## src/rtl/ysyx_25040101_exu_wb_skid.sv

```systemverilog
// EXU->WBU pipeline stage: 2-entry skid buffer carrying ALU results, next PC and
// destination info, with fire-qualified RF/CSR write strobes, redirect pulse and retire counter.
module ysyx_25040101_exu_wb_skid #(
  parameter int unsigned XLEN  = 32,
  parameter int unsigned CNT_W = 32
) (
  input  logic             clk,
  input  logic             rst_n,

  input  logic             in_valid_i,
  output logic             in_ready_o,
  input  logic [XLEN-1:0]  pc_i,
  input  logic [XLEN-1:0]  imm_i,
  input  logic             pc_imm_ctrl_i,
  input  logic [XLEN-1:0]  rd_data_i,
  input  logic [4:0]       rd_addr_i,
  input  logic             rd_wen_i,
  input  logic [XLEN-1:0]  csr_wdata_i,
  input  logic [11:0]      csr_addr_i,
  input  logic             csr_wen_i,

  output logic             out_valid_o,
  input  logic             out_ready_i,
  output logic             rf_wen_o,
  output logic [4:0]       rf_waddr_o,
  output logic [XLEN-1:0]  rf_wdata_o,
  output logic             csr_wen_o,
  output logic [11:0]      csr_waddr_o,
  output logic [XLEN-1:0]  csr_wdata_o,
  output logic [XLEN-1:0]  next_pc_o,
  output logic             redirect_o,
  output logic [CNT_W-1:0] retire_cnt_o
);

  typedef struct packed {
    logic [XLEN-1:0] next_pc;
    logic            taken;
    logic [XLEN-1:0] rd_data;
    logic [4:0]      rd_addr;
    logic            rd_wen;
    logic [XLEN-1:0] csr_wdata;
    logic [11:0]     csr_addr;
    logic            csr_wen;
  } entry_t;

  typedef enum logic [1:0] {
    EMPTY = 2'd0,
    ONE   = 2'd1,
    TWO   = 2'd2
  } state_e;

  state_e          state_q;
  entry_t          head_q;
  entry_t          skid_q;
  entry_t          in_d;
  logic [CNT_W-1:0] cnt_q;
  logic            in_fire;
  logic            out_fire;

  assign in_ready_o  = rst_n & (state_q != TWO);
  assign out_valid_o = (state_q != EMPTY);
  assign in_fire     = in_valid_i & in_ready_o;
  // A fire coinciding with reset is discarded, so strobes are also gated by rst_n.
  assign out_fire    = rst_n & out_valid_o & out_ready_i;

  always_comb begin
    in_d           = '0;
    in_d.next_pc   = pc_imm_ctrl_i ? (pc_i + imm_i) : (pc_i + XLEN'(4));
    in_d.taken     = pc_imm_ctrl_i;
    in_d.rd_data   = rd_data_i;
    in_d.rd_addr   = rd_addr_i;
    in_d.rd_wen    = rd_wen_i;
    in_d.csr_wdata = csr_wdata_i;
    in_d.csr_addr  = csr_addr_i;
    in_d.csr_wen   = csr_wen_i;
  end

  always_ff @(posedge clk) begin
    if (!rst_n) begin
      state_q <= EMPTY;
      head_q  <= '0;
      skid_q  <= '0;
      cnt_q   <= '0;
    end else begin
      if (out_fire) cnt_q <= cnt_q + CNT_W'(1);
      case (state_q)
        EMPTY: begin
          if (in_fire) begin
            head_q  <= in_d;
            state_q <= ONE;
          end
        end
        ONE: begin
          case ({in_fire, out_fire})
            2'b11: head_q <= in_d;
            2'b10: begin
              skid_q  <= in_d;
              state_q <= TWO;
            end
            2'b01: state_q <= EMPTY;
            default: ;
          endcase
        end
        TWO: begin
          if (out_fire) begin
            head_q  <= skid_q;
            state_q <= ONE;
          end
        end
        default: state_q <= EMPTY;
      endcase
    end
  end

  assign rf_wen_o     = out_fire & head_q.rd_wen & (head_q.rd_addr != 5'd0);
  assign rf_waddr_o   = head_q.rd_addr;
  assign rf_wdata_o   = head_q.rd_data;
  assign csr_wen_o    = out_fire & head_q.csr_wen;
  assign csr_waddr_o  = head_q.csr_addr;
  assign csr_wdata_o  = head_q.csr_wdata;
  assign next_pc_o    = head_q.next_pc;
  assign redirect_o   = out_fire & head_q.taken;
  assign retire_cnt_o = cnt_q;

endmodule

```

## config.mk

```make
export PLATFORM = sky130hd
export DESIGN_NAME = ysyx_25040101_exu_wb_skid
export DESIGN_NICKNAME = d
export VERILOG_FILES = /design/src/rtl/ysyx_25040101_exu_wb_skid.sv
export SDC_FILE = /design/constraint.sdc
export NUM_CORES = 1
export LEC_CHECK = 0
export BUFFER_PORTS_ARGS = -buffer_cell sky130_fd_sc_hd__buf_4
export CAP_MARGIN = 20
export CORE_ASPECT_RATIO = 1.75
export CORE_MARGIN = 3
export CORE_UTILIZATION = 45
export CTS_BUF_LIST = sky130_fd_sc_hd__clkbuf_8
export CTS_CLUSTER_DIAMETER = 40
export DETAILED_ROUTE_END_ITERATION = 8
export PLACE_DENSITY = 0.73
export SLEW_MARGIN = 20
export SYNTH_ARGS = -nofsm -noshare
export SYNTH_HDL_FRONTEND = slang
export SYNTH_SLANG_ARGS = --single-unit
export TNS_END_PERCENT = 20
```

## constraint.sdc

```tcl
create_clock -name clk -period 3.26 [get_ports clk]
set_clock_uncertainty 0.15 [all_clocks]
set_input_delay 0.652 -clock clk [delete_from_list [all_inputs] [get_ports clk]]
set_output_delay 0.652 -clock clk [all_outputs]
set_load 0.005 [all_outputs]
```

* Yosys cells after proc, flatten, opt, wreduce, memory -nomap -nowiden
Cells that the tools add are included.
** Storage, ports and cells
- Bits in registers :: 266
- Bits in latches :: 0
- Memory bits (writable) :: 0
- Bits in read-only memories :: 0
- Input bits :: 152
- Output and inout port bits :: 150
- Logic and storage cells :: 55
- Memories :: 0
** Cells by class
- Add/sub/neg operators :: 3
- $mul :: 0
- Divide/modulo/power cells :: 0
- Order comparisons :: 0
- Eq/ne operators :: 10
- Shift-type cells :: 0
- Multiplexer cells :: 9
- Bitwise logic cells :: 8
- Reduce and logical (&&, ||, !) cells :: 7
** Operator list (count)
- $mux W116 :: 3
- $pmux W116 S3 :: 1
- $add A32 B1 Y32 const B :: 1
- $add A32 B3 Y32 const B :: 1
- $add A32 B32 Y32 :: 1
- $mux W32 :: 1
- $and A1 B1 Y1 :: 8
- $eq A2 B2 Y1 const B :: 3
- $ne A2 B2 Y1 const B :: 3
- $pmux W2 S3 :: 1
- $reduce_bool A5 Y1 :: 1
- $eq A2 B1 Y1 const B :: 2
- $mux W2 :: 2
- $pmux W2 S2 :: 1
- $reduce_and A4 Y1 :: 1
- $ne A3 B2 Y1 const B :: 1
- $reduce_and A3 Y1 :: 1
- $reduce_bool A3 Y1 :: 1
- $logic_not A2 Y1 :: 1
- $ne A2 B1 Y1 const B :: 1
- $reduce_and A2 Y1 :: 1
- $reduce_bool A2 Y1 :: 1

* Depth between registers and ports, before layout
Gate-level depths: netlist (run 1).
- Depth in word-level cells :: 6
- Gate-level depth with buffers :: 11
- Depth with buffers taken out :: 11

* Least setup slack after synthesis (run 1)
Ideal clock, no wire load.
- Path kind :: input-to-reg
- Start point :: in pc_i[18]
- End point :: reg head_q, in the netlist next_pc_o[29]
- Library setup time :: 0.138 ns
- Arrival :: 2.754 ns
- Data required time :: 2.972 ns
- Setup slack :: 0.218 ns
- Cell stages on the path :: 11
- Path buffers :: 1
- Path through :: ha_1 -> clkbuf_1 -> a21o_1 -> a21o_1 -> a21o_1 -> or3b_1 -> o22ai_1 -> o31ai_2 -> xor2_1 -> a21oi_1 -> o221ai_1
** On the way
- Cells in the longest elaborated chain, start to end :: 4
- Elaborated cells between the ends (all ways) :: 6
- Those cells by class :: 2 x add/sub; 4 x mux
** RTL lines
- start: declaration :: RTL line 12 : input logic [XLEN-1:0] pc_i,
- $add A32 B3 Y32 or $add A32 B32 Y32 (tied branches) :: RTL line 68 : in_d.next_pc = pc_imm_ctrl_i ? (pc_i + imm_i) : (pc_i + XLEN'(4));
- $mux W32 (*) :: RTL line 68
- $mux W116 (on tied branches) :: RTL line 94, 88
- $pmux W116 S3 (*) :: RTL line 86 : case (state_q)
- end signal: assignment :: RTL line 89 : head_q <= in_d;
- end signal: assignment :: RTL line 95 : 2'b11: head_q <= in_d;
- end signal: assignment :: RTL line 106 : head_q <= skid_q;
- end: declaration :: RTL line 53 : entry_t head_q;
Every way passes the cells marked *; elsewhere a longest branch is shown, timed or not. The select of a mux whose other input is x is not followed.
A chain may end at the register's enable or synchronous reset.

* Worst setup path after layout (run 1)
- Start point :: in pc_i[0]
- End point :: reg head_q, in the netlist next_pc_o[28]
Same word-level chain as after synthesis.

==> results of run 1 <==
-- cell type report --
class / count / area share [%]
Clock inverter: 17 / 0.922
Multi-Input combinational cell: 1295 / 42.5
Antenna cell: 3 / 0.0446
Sequential cell: 266 / 31.7
Tap cell: 387 / 2.88
Timing Repair Buffer: 380 / 17.8
Clock buffer: 48 / 3.93
Inverter: 13 / 0.320
-- cells in the final DEF, fill, tap and decap left out, drive strengths merged, types with 8 or more instances in the layout --
cell,count
nand3,46
nor2,186
a31oi,8
xnor2,32
dfxtp,266
clkbuf,48
a21oi,175
nand4,18
a211oi,18
a21o,11
ha,33
inv,21
a311oi,91
and2,9
o21ai,54
buf,380
nor3,8
mux2i,12
xor2,47
nand2,441
and3,18
-- layer usage --
| layer | share of wire, % | vias to the layer above |
|---|---|---|
| met3 | 5.9 | 103 |
| met4 | 4.6 | 2 |
| met2 | 53 | 406 |
| li1 | - | 6482 |
| met1 | 37 | 5990 |
| met5 | 0.017 | - |
-- registers in the layout (all words and copies together), names as in the netlist --
register      flops
next_pc_o        32
rf_waddr_o        5
skid_q          116
head_q            3
csr_waddr_o      12
state_q           2
rf_wdata_o       32
retire_cnt_o     32
csr_wdata_o      32
-- how the worst max path moves through the flow --
stage,from,endpoint,slack (ns),cells past startpoint
finish,pc_i[0],next_pc_o[28]$_SDFFE_PN0P_,0.26,12
global route,pc_i[0],skid_q[114]$_SDFFE_PN0P_,0.16,12
CTS,pc_i[0],skid_q[114]$_SDFFE_PN0P_,0.35,12
detailed placement,pc_i[2],next_pc_o[29]$_SDFFE_PN0P_,-0.22,11
global placement,pc_i[0],skid_q[114]$_SDFFE_PN0P_,-0.20,12
floorplan,pc_i[18],next_pc_o[29]$_SDFFE_PN0P_,0.22,11
-- cells by family after synthesis --
kind of cell,share of synthesized area (%)
fa+ha+maj,3.13
buf+inv,9.97
xor+xnor,5.01
flops,38.6
compound gates,19.7
mux,0.870
simple gates,22.8
-- cell usage after synthesis, types with 2 or more instances --
cell / n
sky130_fd_sc_hd__mux2i_1: 12
sky130_fd_sc_hd__buf_2: 2
sky130_fd_sc_hd__clkbuf_1: 122
sky130_fd_sc_hd__buf_1: 3
sky130_fd_sc_hd__nand4_1: 18
sky130_fd_sc_hd__xnor2_1: 32
sky130_fd_sc_hd__nand2b_1: 2
sky130_fd_sc_hd__o21ai_1: 8
sky130_fd_sc_hd__a211o_1: 6
sky130_fd_sc_hd__o21a_1: 5
sky130_fd_sc_hd__nor2_1: 186
sky130_fd_sc_hd__nor2b_1: 6
sky130_fd_sc_hd__o221ai_1: 4
sky130_fd_sc_hd__a311oi_1: 91
sky130_fd_sc_hd__o31ai_2: 2
sky130_fd_sc_hd__inv_1: 13
sky130_fd_sc_hd__o22ai_1: 3
sky130_fd_sc_hd__o211ai_1: 6
sky130_fd_sc_hd__a211oi_1: 17
sky130_fd_sc_hd__a21oi_1: 174
sky130_fd_sc_hd__o211a_1: 6
sky130_fd_sc_hd__o21bai_1: 6
sky130_fd_sc_hd__nand2_1: 440
sky130_fd_sc_hd__and4_1: 4
sky130_fd_sc_hd__o21ai_0: 45
sky130_fd_sc_hd__dfxtp_1: 266
sky130_fd_sc_hd__a21o_1: 11
sky130_fd_sc_hd__and3_1: 18
sky130_fd_sc_hd__nor4_2: 2
sky130_fd_sc_hd__xor2_1: 47
sky130_fd_sc_hd__and2_1: 9
sky130_fd_sc_hd__ha_1: 33
sky130_fd_sc_hd__buf_4: 113
sky130_fd_sc_hd__nand3_1: 45
sky130_fd_sc_hd__a31oi_1: 8
sky130_fd_sc_hd__or2_1: 4
sky130_fd_sc_hd__nor3_1: 8
sky130_fd_sc_hd__or3_1: 6
sky130_fd_sc_hd__o2111ai_1: 5
sky130_fd_sc_hd__nor4_1: 3
-- worst reg2reg max path: cells and delay by family (launching register included) --
family,cells,cell delay (ns)
simple gates,7,1.67
xor+xnor,1,0.15
flops,1,0.47
-- metrics by stage --
stage	cells	setup slack [ns]	power, mW
floorplan	1814	0.218	4.40
global route	2408	0.163	8.02
finish	2409	0.265	7.67
detailed placement	2341	-0.220	4.94
global placement	2341	-0.197	4.91
CTS	2406	0.346	7.74
-- power by group through the flow --
stage | registers [mW] | clock network [mW] | logic [mW]
after floorplan | 3.52 | 0 | 0.880
after global placement | 3.55 | 0 | 1.36
after detailed placement | 3.56 | 0 | 1.38
after CTS | 3.48 | 2.87 | 1.39
after global routing | 3.50 | 3.00 | 1.52
final | 3.48 | 2.80 | 1.38
==> qor.tcl, run 1 <==
set qor(run_status) {completed}
set qor(hold_vio_cnt_final) 0
set qor(drt-wirelength-per-cell_um) 16.8
set qor(area.growth.synth_to_final_pct) 21.8
set qor(routabilityCongestion) 0.888
set qor(multi_input_area_um2) 7140
set qor(worst_setup_path_end_kind) {flip-flop}
set qor(ant_nets) 0
set qor(netlist_top_cells_area) {sky130_fd_sc_hd__dfxtp_1, sky130_fd_sc_hd__nand2_1, sky130_fd_sc_hd__a21oi_1}
set qor(grt_use_met2_pct) 43.2
set qor(tritoncts.num_buffers) 37
set qor(ys.flop_type) {sky130_fd_sc_hd__dfxtp_1}
set qor(maxClockFrequency_ghz) 0.334
set qor(layout.filler_cells) 2860
set qor(worst_hold_startpoint) {rd_data_i[31]}
set qor(p_sw_share_pct) 26.8
set qor(finalWirelength_um) 40400
set qor(totalNegativeSetupSlack_ns) 0
set qor(whs_endpoint) {skid_q[82]$_SDFFE_PN0P_}
set qor(worst_setup_hold_path_clk_slew_ns) 0.07
set qor(grt_pass1_wl_um) 63000
set qor(clock_insertion_delay_worst_skew_ns) 0.52
set qor(grt.met3_usage_pct) 3.90
set qor(critical_path.top_delay_family) {compound AO/OA/AOI/OAI gates}
set qor(critical_path_peak_fanout) 4
set qor(min-delay-path-class) {in2reg}
set qor(resize_count_post_cts) 0
set qor(cts_root_buffer) {sky130_fd_sc_hd__clkbuf_8}
set qor(worst-endpoint-arrival_ns) 3.31
set qor(drcViolationCount) 0
set qor(io-pin-count) 302
set qor(num-nets-final) 2179
set qor(clock_sink_count) 266
set qor(synth_top_area_cell) {sky130_fd_sc_hd__dfxtp_1}
set qor(synth.net_count) 2000
set qor(placement.cell_area_um2) 16000
set qor(io_port_bufs) 301
set qor(number_of_antenna_violations_at_the_first_check_in_global_routing) 4
set qor(yosys_warnings) 0
set qor(busiest_layer) {met2}
set qor(utilization_of_the_core_after_routing_pct) 55.8
set qor(pin_count_of_the_biggest_net_entering_global_routing) 133
set qor(finalCritPeriodShare_pct) 91.9
set qor(power_frac_seq_pct) 45.4
set qor(layout.cell_area.non_filler_um2) 16800
set qor(route.vias.total) 13000
set qor(clockBufferDepth) 3
set qor(relSlewSlack_pct) 59.0
set qor(core_um2) 30200
set qor(grt_use_total_pct) 23.1
set qor(regArea_um2) 5330
set qor(cpPeakStageDelay_ns) 0.41
set qor(number_of_global_route_vias_before_repair) 12400
set qor(grt_setup_unrepaired) {no}
set qor(timing.final.setup_violations) 0
set qor(gr-usage-met1_pct) 25.1
set qor(die_y_um) 238
set qor(hold_path_depth) 3
set qor(route.detailed.vias_per_inst) 5.39
set qor(number_of_synthesized_flops_with_an_enable_pin) 0
set qor(synth.yosys.seq_area_share_pct) 38.6
set qor(critPathRequiredTime_ns) 3.58
set qor(critical_path.reg2reg.endpoint) {retire_cnt_o[31]$_SDFFE_PN0P_}
set qor(intPower_mw) 5.62
set qor(hold_buffers) 0
set qor(final-max-slew-violation-count) 0
set qor(static-leakage-power_nw) 6.98
set qor(core.rowCount) 84
set qor(instance_count_of_the_mapped_netlist) 1814
set qor(peakVddDrop_uv) 348
set qor(cell_chain_of_the_critical_path) {buf_4 -> ha_1 -> fa_1 -> a21oi_1 -> o211a_1 -> nor2_1 -> o21ba_2 -> o2111ai_1 -> a21o_1 -> o2111ai_1 -> o21ai_0 -> o211a_1}
set qor(pwr_density_cell_nw_per_um2) 456
set qor(cts_tree) {yes}
set qor(die_w_um) 138
set qor(initialDrtViolationCount) 628
set qor(yosysUniqueCellTypes) 63
set qor(dr.pass1.iters) 5
set qor(die_area_um2) 32900
set qor(cts_htree_levels) 2
set qor(synth.ff_latch_count) 266
set qor(estimated_wirelength_of_the_detail_placed_design_um) 29500
set qor(crit_type) {in2reg}
set qor(path_buf_inv) 1
set qor(globalRouteOverflowTotal) 0
set qor(cts_post_setup_buffers_inserted) 0
set qor(power.share.clock_pct) 36.6
set qor(r2r_slack_ns) 0.70
set qor(postSynth.asyncResetShare_pct) 0
set qor(timing.max_cap.violations) 0
set qor(worst_pin_slew_ns) 0.616
set qor(r2r.worst_path.cells) 8
set qor(worstReg2RegStart) {state_q[1]$_SDFFE_PN0P_}
set qor(cell_area_after_technology_mapping_um2) 13800
set qor(finalHoldWorstSlack_ns) 0.227
set qor(syn-mean-instance-area_um2) 7.61
set qor(netSwitchingPower_mw) 2.05
set qor(timing.critical_path.from_type) {primary input}
set qor(combinational_fraction_of_design_power_pct) 18.0
set qor(start_util_pct) 45.8
set qor(critical-path-slowest-cell) {sky130_fd_sc_hd__fa_1}
set qor(final_layout_size_suffix_gt1_share_pct) 22.6
set qor(synthDominantCellAreaShare_pct) 38.6
set qor(post_layout_minimum_cycle_time_ns) 3.00
Power figures use the tool's default switching activity.
==> run 2, diff against run 1 <==
--- a/config.mk
+++ b/config.mk
@@ -14,6 +14,7 @@
 export CTS_CLUSTER_DIAMETER = 40
 export DETAILED_ROUTE_END_ITERATION = 8
 export PLACE_DENSITY = 0.73
+export SETUP_SLACK_MARGIN = 0.3
 export SLEW_MARGIN = 20
 export SYNTH_ARGS = -nofsm -noshare
 export SYNTH_HDL_FRONTEND = slang
==> qor.tcl, run 2 (synthesis gave the netlist of run 1 again) <==
set qor(die_area_um2) 32900 ;# unchanged
set qor(worst_setup_path_end_kind) {flip-flop}
set qor(worstReg2RegStart) {state_q[1]$_SDFFE_PN0P_}
set qor(grt_pass1_wl_um) 62200 ;# -1.3%
set qor(static-leakage-power_nw) 7.00 ;# +0.28%
set qor(path_common_cell) {sky130_fd_sc_hd__a21oi_1}
set qor(finalCritPeriodShare_pct) 89.0 ;# -2.9 points
set qor(hold_vio_cnt_final) 0 ;# unchanged
set qor(timing.final.ws_setup_ns) 0.360 ;# +0.0950 ns
set qor(setup.worst_path.start) {pc_i[0]}
set qor(r2r_slack_ns) 0.79 ;# +0.09 ns
set qor(worst_pin_slew_ns) 0.796 ;# +0.180 ns
set qor(layout.filler_cells) 2866 ;# +0.21%
set qor(timing.critical_path.from_type) {primary input}
set qor(worst-endpoint-arrival_ns) 3.14 ;# -0.17 ns
set qor(cpPeakStageDelay_ns) 0.41 ;# about the same
set qor(route.vias.total) 13000 ;# +0.17%
set qor(worst_hold_startpoint) {rd_data_i[23]}
set qor(cts_tree) {yes}
set qor(pwr_density_cell_nw_per_um2) 453 ;# -0.74%
set qor(layout_commonest_cell) {sky130_fd_sc_hd__nand2_1}
set qor(dr.pass1.iters) 5 ;# unchanged
set qor(utilization_of_the_core_after_routing_pct) 55.8 ;# +0.066 points
set qor(routabilityCongestion) 0.910 ;# +2.5%
set qor(clockBufferDepth) 3 ;# unchanged
set qor(number_of_global_route_vias_before_repair) 12200 ;# -1.7%
set qor(start_util_pct) 45.8 ;# unchanged
set qor(post_layout_minimum_cycle_time_ns) 2.90 ;# -0.0950 ns
set qor(critPathRequiredTime_ns) 3.50 ;# -0.08 ns
set qor(tritoncts.num_buffers) 38 ;# +2.7%
set qor(critical_path.top_delay_family) {compound AO/OA/AOI/OAI gates}
set qor(top_register_by_number_of_flip_flops) {skid_q}
set qor(clock_sink_count) 266 ;# unchanged
set qor(clock_insertion_delay_worst_skew_ns) 0.52 ;# about the same
set qor(io_port_bufs) 301 ;# unchanged
set qor(cts_htree_levels) 2 ;# unchanged
set qor(finalWirelength_um) 39900 ;# -1.2%
set qor(run_status) {completed}
set qor(cell_chain_of_the_critical_path) {buf_4 -> ha_1 -> fa_1 -> a21oi_1 -> o211a_1 -> nor2_2 -> o21ba_2 -> or2_1 -> a31oi_1 -> xnor2_1 -> a21oi_1 -> o221ai_1}
set qor(io-pin-count) 302 ;# unchanged
set qor(min-delay-path-class) {in2reg}
set qor(timing.max_cap.violations) 0 ;# unchanged
set qor(grt_setup_unrepaired) {yes}
set qor(finalHoldWorstSlack_ns) 0.230 ;# +0.00338 ns
set qor(die_y_um) 238 ;# unchanged
set qor(core_um2) 30200 ;# unchanged
set qor(pin_count_of_the_biggest_net_entering_global_routing) 155 ;# +17%
set qor(route.detailed.vias_per_inst) 5.39 ;# about the same
set qor(cts_post_setup_buffers_inserted) 0 ;# unchanged
set qor(core.rowCount) 84 ;# unchanged
set qor(relSlewSlack_pct) 46.9 ;# -12 points
set qor(number_of_antenna_violations_at_the_first_check_in_global_routing) 5 ;# +1
set qor(pre_cts_worst_setup_slack_ns) -0.285 ;# -0.0658 ns
set qor(largest_register_ff_count) 116 ;# unchanged
set qor(area.growth.synth_to_final_pct) 21.9
set qor(die_w_um) 138 ;# unchanged
set qor(num-nets-final) 2183 ;# +0.18%
set qor(drcViolationCount) 0 ;# unchanged
set qor(multi_input_area_um2) 7180 ;# +0.54%
set qor(critical-path-slowest-cell) {sky130_fd_sc_hd__fa_1}
set qor(ant_nets) 0 ;# unchanged
set qor(regArea_um2) 5330 ;# unchanged
set qor(cts_root_buffer) {sky130_fd_sc_hd__clkbuf_8}
set qor(grt_use_total_pct) 22.6 ;# -0.43 points
set qor(timing.final.setup_violations) 0 ;# unchanged
set qor(peakVddDrop_uv) 327 ;# -6.0%
set qor(final_layout_size_suffix_gt1_share_pct) 23.0 ;# +0.38 points
set qor(drt-wirelength-per-cell_um) 16.5 ;# -1.4%
set qor(estimated_wirelength_of_the_detail_placed_design_um) 28800 ;# -2.4%
set qor(path_buf_inv) 1 ;# unchanged
set qor(critical_path_peak_fanout) 4 ;# unchanged
set qor(initialDrtViolationCount) 636 ;# +1.3%
set qor(crit_type) {in2reg}
set qor(final-max-slew-violation-count) 0 ;# unchanged
set qor(worst_setup_hold_path_clk_slew_ns) 0.07 ;# about the same
set qor(maxClockFrequency_ghz) 0.345 ;# +3.3%
set qor(most_frequent_cells_in_the_layout) {sky130_fd_sc_hd__nand2_1, sky130_fd_sc_hd__buf_4, sky130_fd_sc_hd__dfxtp_1}
set qor(globalRouteOverflowTotal) 0 ;# unchanged
## run 2: cell count changes in the layout (fill, tap and decap cells not counted), moves of 2 or more
cell	change
sky130_fd_sc_hd__buf_12	-2
sky130_fd_sc_hd__clkinv_2	+2
sky130_fd_sc_hd__inv_1	+3
sky130_fd_sc_hd__buf_4	+5
## run 2: worst reg2reg max path: stages, from the launching register on
cell and delay, ns:
sky130_fd_sc_hd__dfxtp_1 0.47, sky130_fd_sc_hd__or2_1 0.17, sky130_fd_sc_hd__and3_1 0.28, sky130_fd_sc_hd__nand3_1 0.10
sky130_fd_sc_hd__or2_1 0.30, sky130_fd_sc_hd__or2_1 0.26, sky130_fd_sc_hd__nor2_1 0.25, sky130_fd_sc_hd__nand4_1 0.16
sky130_fd_sc_hd__xor2_1 0.15, sky130_fd_sc_hd__nor2_1 0.05
## run 2: report_power, final
| part | switching (mW) | total [mW] | internal, mW |
|---|---|---|---|
| logic | 0.724 | 1.39 | 0.662 |
| registers | 0.0884 | 3.48 | 3.39 |
| clock network | 1.27 | 2.75 | 1.49 |
## run 2: layer usage
| metal | wire, µm | vias to the layer above | share of wire, % | track usage [%] |
|---|---|---|---|---|
| li1 | - | 6491 | - | - |
| met1 | 15300 | 6055 | 38 | 24.6 |
| met2 | 21200 | 377 | 53 | 43.5 |
| met3 | 2220 | 78 | 5.6 | 3.74 |
| met4 | 1220 | 4 | 3.1 | 8.45 |
| met5 | 26 | - | 0.065 | 0 |
## run 2: path summary, 6_finish.rpt
path                              endpoint  depth (start not counted)
max             next_pc_o[26]$_SDFFE_PN0P_                         12
min                skid_q[74]$_SDFFE_PN0P_                          3
max reg2reg  retire_cnt_o[26]$_SDFFE_PN0P_                          9
min reg2reg        skid_q[50]$_SDFFE_PN0P_                          2
## run 2: stage by stage
stage | power (mW) | instance area (µm²) | setup TNS [ns] | std cells
finish | 7.62 | 16800 | 0 | 2415
CTS | 7.70 | 16800 | 0 | 2412
detailed placement | 4.94 | 16000 | -2.16 | 2344
global route | 7.99 | 16800 | 0 | 2414
global placement | 4.91 | 16000 | -1.34 | 2344
floorplan | 4.40 | 13800 | 0 | 1814
## run 2: timing repair
item,in CTS,in global routing
gates resized for setup,1,3
cloned,0,0
hold buffers,0,0
setup endpoints to repair,2,4
## run 2: layout make-up
cell class              count  area share [%]
diodes                      3          0.0446
well taps                 387            2.88
flip-flops and latches    266            31.6
multi-input cells        1295            42.6
inverters                  13           0.319
repair buffers            383            17.7
clock buffers              48            3.92
clock inverters            20           0.825
==> run 3, diff against run 2 <==
--- a/config.mk
+++ b/config.mk
@@ -9,11 +9,11 @@
 export CAP_MARGIN = 20
 export CORE_ASPECT_RATIO = 1.75
 export CORE_MARGIN = 3
-export CORE_UTILIZATION = 45
+export CORE_UTILIZATION = 57
 export CTS_BUF_LIST = sky130_fd_sc_hd__clkbuf_8
 export CTS_CLUSTER_DIAMETER = 40
 export DETAILED_ROUTE_END_ITERATION = 8
-export PLACE_DENSITY = 0.73
+export PLACE_DENSITY = 0.88
 export SETUP_SLACK_MARGIN = 0.3
 export SLEW_MARGIN = 20
 export SYNTH_ARGS = -nofsm -noshare
==> qor.tcl, run 3 (synthesis gave the netlist of run 1 again) <==
set qor(number_of_antenna_violations_at_the_first_check_in_global_routing) 5 ;# unchanged
set qor(top_register_by_number_of_flip_flops) {skid_q}
set qor(finalCritPeriodShare_pct) 89.6 ;# +0.64 points
set qor(layout.cell_area.non_filler_um2) 16500 ;# -2.0%
set qor(peakVddDrop_uv) 237 ;# -28%
set qor(ant_nets) 0 ;# unchanged
set qor(timing.critical_path.from_type) {primary input}
set qor(dr.pass1.iters) 5 ;# unchanged
set qor(worst_pin_slew_ns) 1.10 ;# +0.301 ns
set qor(die_area_um2) 26200 ;# -20%
set qor(most_frequent_cells_in_the_layout) {sky130_fd_sc_hd__nand2_1, sky130_fd_sc_hd__buf_4, sky130_fd_sc_hd__dfxtp_1}
set qor(layout.filler_cells) 1914 ;# -33%
set qor(cts_tree) {yes}
set qor(layout_commonest_cell) {sky130_fd_sc_hd__nand2_1}
set qor(drcViolationCount) 0 ;# unchanged
set qor(cpPeakStageDelay_ns) 0.40 ;# about the same
set qor(timing.final.ws_setup_ns) 0.339 ;# -0.0209 ns
set qor(route.vias.total) 13300 ;# +2.0%
set qor(number_of_global_route_vias_before_repair) 12800 ;# +4.6%
set qor(clock_insertion_delay_worst_skew_ns) 0.51 ;# about the same
set qor(cts_root_buffer) {sky130_fd_sc_hd__clkbuf_8}
set qor(path_common_cell) {sky130_fd_sc_hd__a21oi_1}
set qor(io-pin-count) 302 ;# unchanged
set qor(pre_cts_worst_setup_slack_ns) -0.128 ;# +0.157 ns
set qor(cell_chain_of_the_critical_path) {buf_4 -> ha_1 -> fa_1 -> a21oi_1 -> o211a_1 -> nor2_1 -> o211ai_1 -> a311oi_1 -> o22ai_1 -> xor2_1 -> a211o_1 -> a21oi_1}
set qor(estimated_wirelength_of_the_detail_placed_design_um) 28200 ;# -2.1%
set qor(min-delay-path-class) {in2reg}
set qor(post_layout_minimum_cycle_time_ns) 2.92 ;# +0.0209 ns
set qor(area.growth.synth_to_final_pct) 19.5
set qor(final-max-slew-violation-count) 0 ;# unchanged
set qor(drt-wirelength-per-cell_um) 17.2 ;# +3.8%
set qor(worst_setup_path_end_kind) {flip-flop}
set qor(timing.final.setup_violations) 0 ;# unchanged
set qor(worst-endpoint-arrival_ns) 3.21 ;# +0.07 ns
set qor(grt_use_total_pct) 29.0 ;# +6.4 points
set qor(relSlewSlack_pct) 26.9 ;# -20 points
set qor(route.detailed.vias_per_inst) 5.74 ;# +6.6%
set qor(placement.cell_area_um2) 15800 ;# -1.5%
set qor(die_y_um) 212 ;# -11%
set qor(die_w_um) 124 ;# -11%
set qor(critPathRequiredTime_ns) 3.55 ;# +0.05 ns
set qor(pwr_density_cell_nw_per_um2) 443 ;# -2.0%
set qor(grt_setup_unrepaired) {yes}
set qor(grt_pass1_wl_um) 62000 ;# -0.37%
set qor(num-nets-final) 2166 ;# -0.78%
set qor(core.rowCount) 74 ;# -12%
set qor(worst_setup_hold_path_clk_slew_ns) 0.07 ;# about the same
set qor(critical-path-slowest-cell) {sky130_fd_sc_hd__o211ai_1}
set qor(io_port_bufs) 301 ;# unchanged
set qor(routabilityCongestion) 0.915 ;# +0.56%
set qor(start_util_pct) 58.5 ;# +13 points
set qor(maxClockFrequency_ghz) 0.342 ;# -0.72%
set qor(static-leakage-power_nw) 6.89 ;# -1.7%
set qor(finalWirelength_um) 39600 ;# -0.72%
set qor(clockBufferDepth) 3 ;# unchanged
set qor(cts_post_setup_buffers_inserted) 0 ;# unchanged
set qor(tritoncts.num_buffers) 37 ;# -2.6%
set qor(critical_path_peak_fanout) 4 ;# unchanged
set qor(largest_register_ff_count) 116 ;# unchanged
set qor(core_um2) 23600 ;# -22%
set qor(hold_vio_cnt_final) 0 ;# unchanged
set qor(pin_count_of_the_biggest_net_entering_global_routing) 237 ;# +53%
set qor(final_layout_size_suffix_gt1_share_pct) 21.8 ;# -1.2 points
set qor(crit_type) {in2reg}
set qor(clock_sink_count) 266 ;# unchanged
set qor(globalRouteOverflowTotal) 0 ;# unchanged
set qor(initialDrtViolationCount) 1035 ;# +63%
set qor(cts_htree_levels) 2 ;# unchanged
set qor(timing.max_cap.violations) 0 ;# unchanged
set qor(run_status) {completed}
==> run 3: path summary, 6_finish.rpt <==
path | start | to | slack, ns | cells past startpoint
hold / removal | rd_data_i[16] | skid_q[67]$_SDFFE_PN0P_ | 0.24 | 3
setup reg to reg | state_q[1]$_SDFFE_PN0P_ | retire_cnt_o[31]$_SDFFE_PN0P_ | 0.44 | 8
setup / recovery | pc_i[0] | skid_q[114]$_SDFFE_PN0P_ | 0.34 | 12
hold reg to reg | skid_q[15]$_SDFFE_PN0P_ | skid_q[15]$_SDFFE_PN0P_ | 0.30 | 2
==> run 3: per-layer routing <==
metal	vias up	share of wire, %	track usage (%)
met4	4	5.9	17.4
met5	-	0.056	0
li1	6462	-	-
met3	140	6.8	5.03
met1	6132	35	30.3
met2	528	52	52.7
==> run 3: what timing repair did <==
item / in CTS / in global routing
resized for setup: 0 / 2
hold buffers: 0 / 0
endpoints found under the setup margin: 0 / 10
==> run 3: power by group <==
part | internal, mW | switching [mW]
combinational | 0.643 | 0.722
sequential | 3.39 | 0.0907
clock | 1.28 | 1.19
total | 5.31 | 2.00
==> run 3: area by class of cell <==
class                   instances  area [µm²]  share of cell area [%]
clock inverters                18         106                   0.645
clock buffers                  43         592                    3.59
multi-input cells            1295        7180                    43.5
inverters                      13        53.8                   0.326
diodes                          4        10.0                  0.0607
well taps                     304         380                    2.31
repair buffers                367        2860                    17.3
flip-flops and latches        266        5330                    32.3
==> run 3: worst max-delay path, delay by kind of cell <==
family                     cells  cell delay, ns
AOI/OAI and AO/OA              7            1.63
xor gates and xnor gates       1            0.12
adders and majority gates      2            0.60
buffers and inverters          1            0.12
and+or+nand+nor                1            0.10
==> run 3: stage by stage <==
| stage | util, % | hold slack, ns | power, mW | setup TNS, ns | cells |
|---|---|---|---|---|---|
| global route | 69.9 | 0.216 | 7.65 | 0 | 2308 |
| floorplan | - | 0.282 | 4.40 | 0 | 1814 |
| global placement | 66.8 | 0.290 | 4.87 | -0.0809 | 2245 |
| detailed placement | 66.8 | 0.297 | 4.90 | -0.658 | 2245 |
| finish | 69.9 | 0.238 | 7.32 | 0 | 2310 |
| CTS | 69.8 | 0.208 | 7.36 | 0 | 2306 |
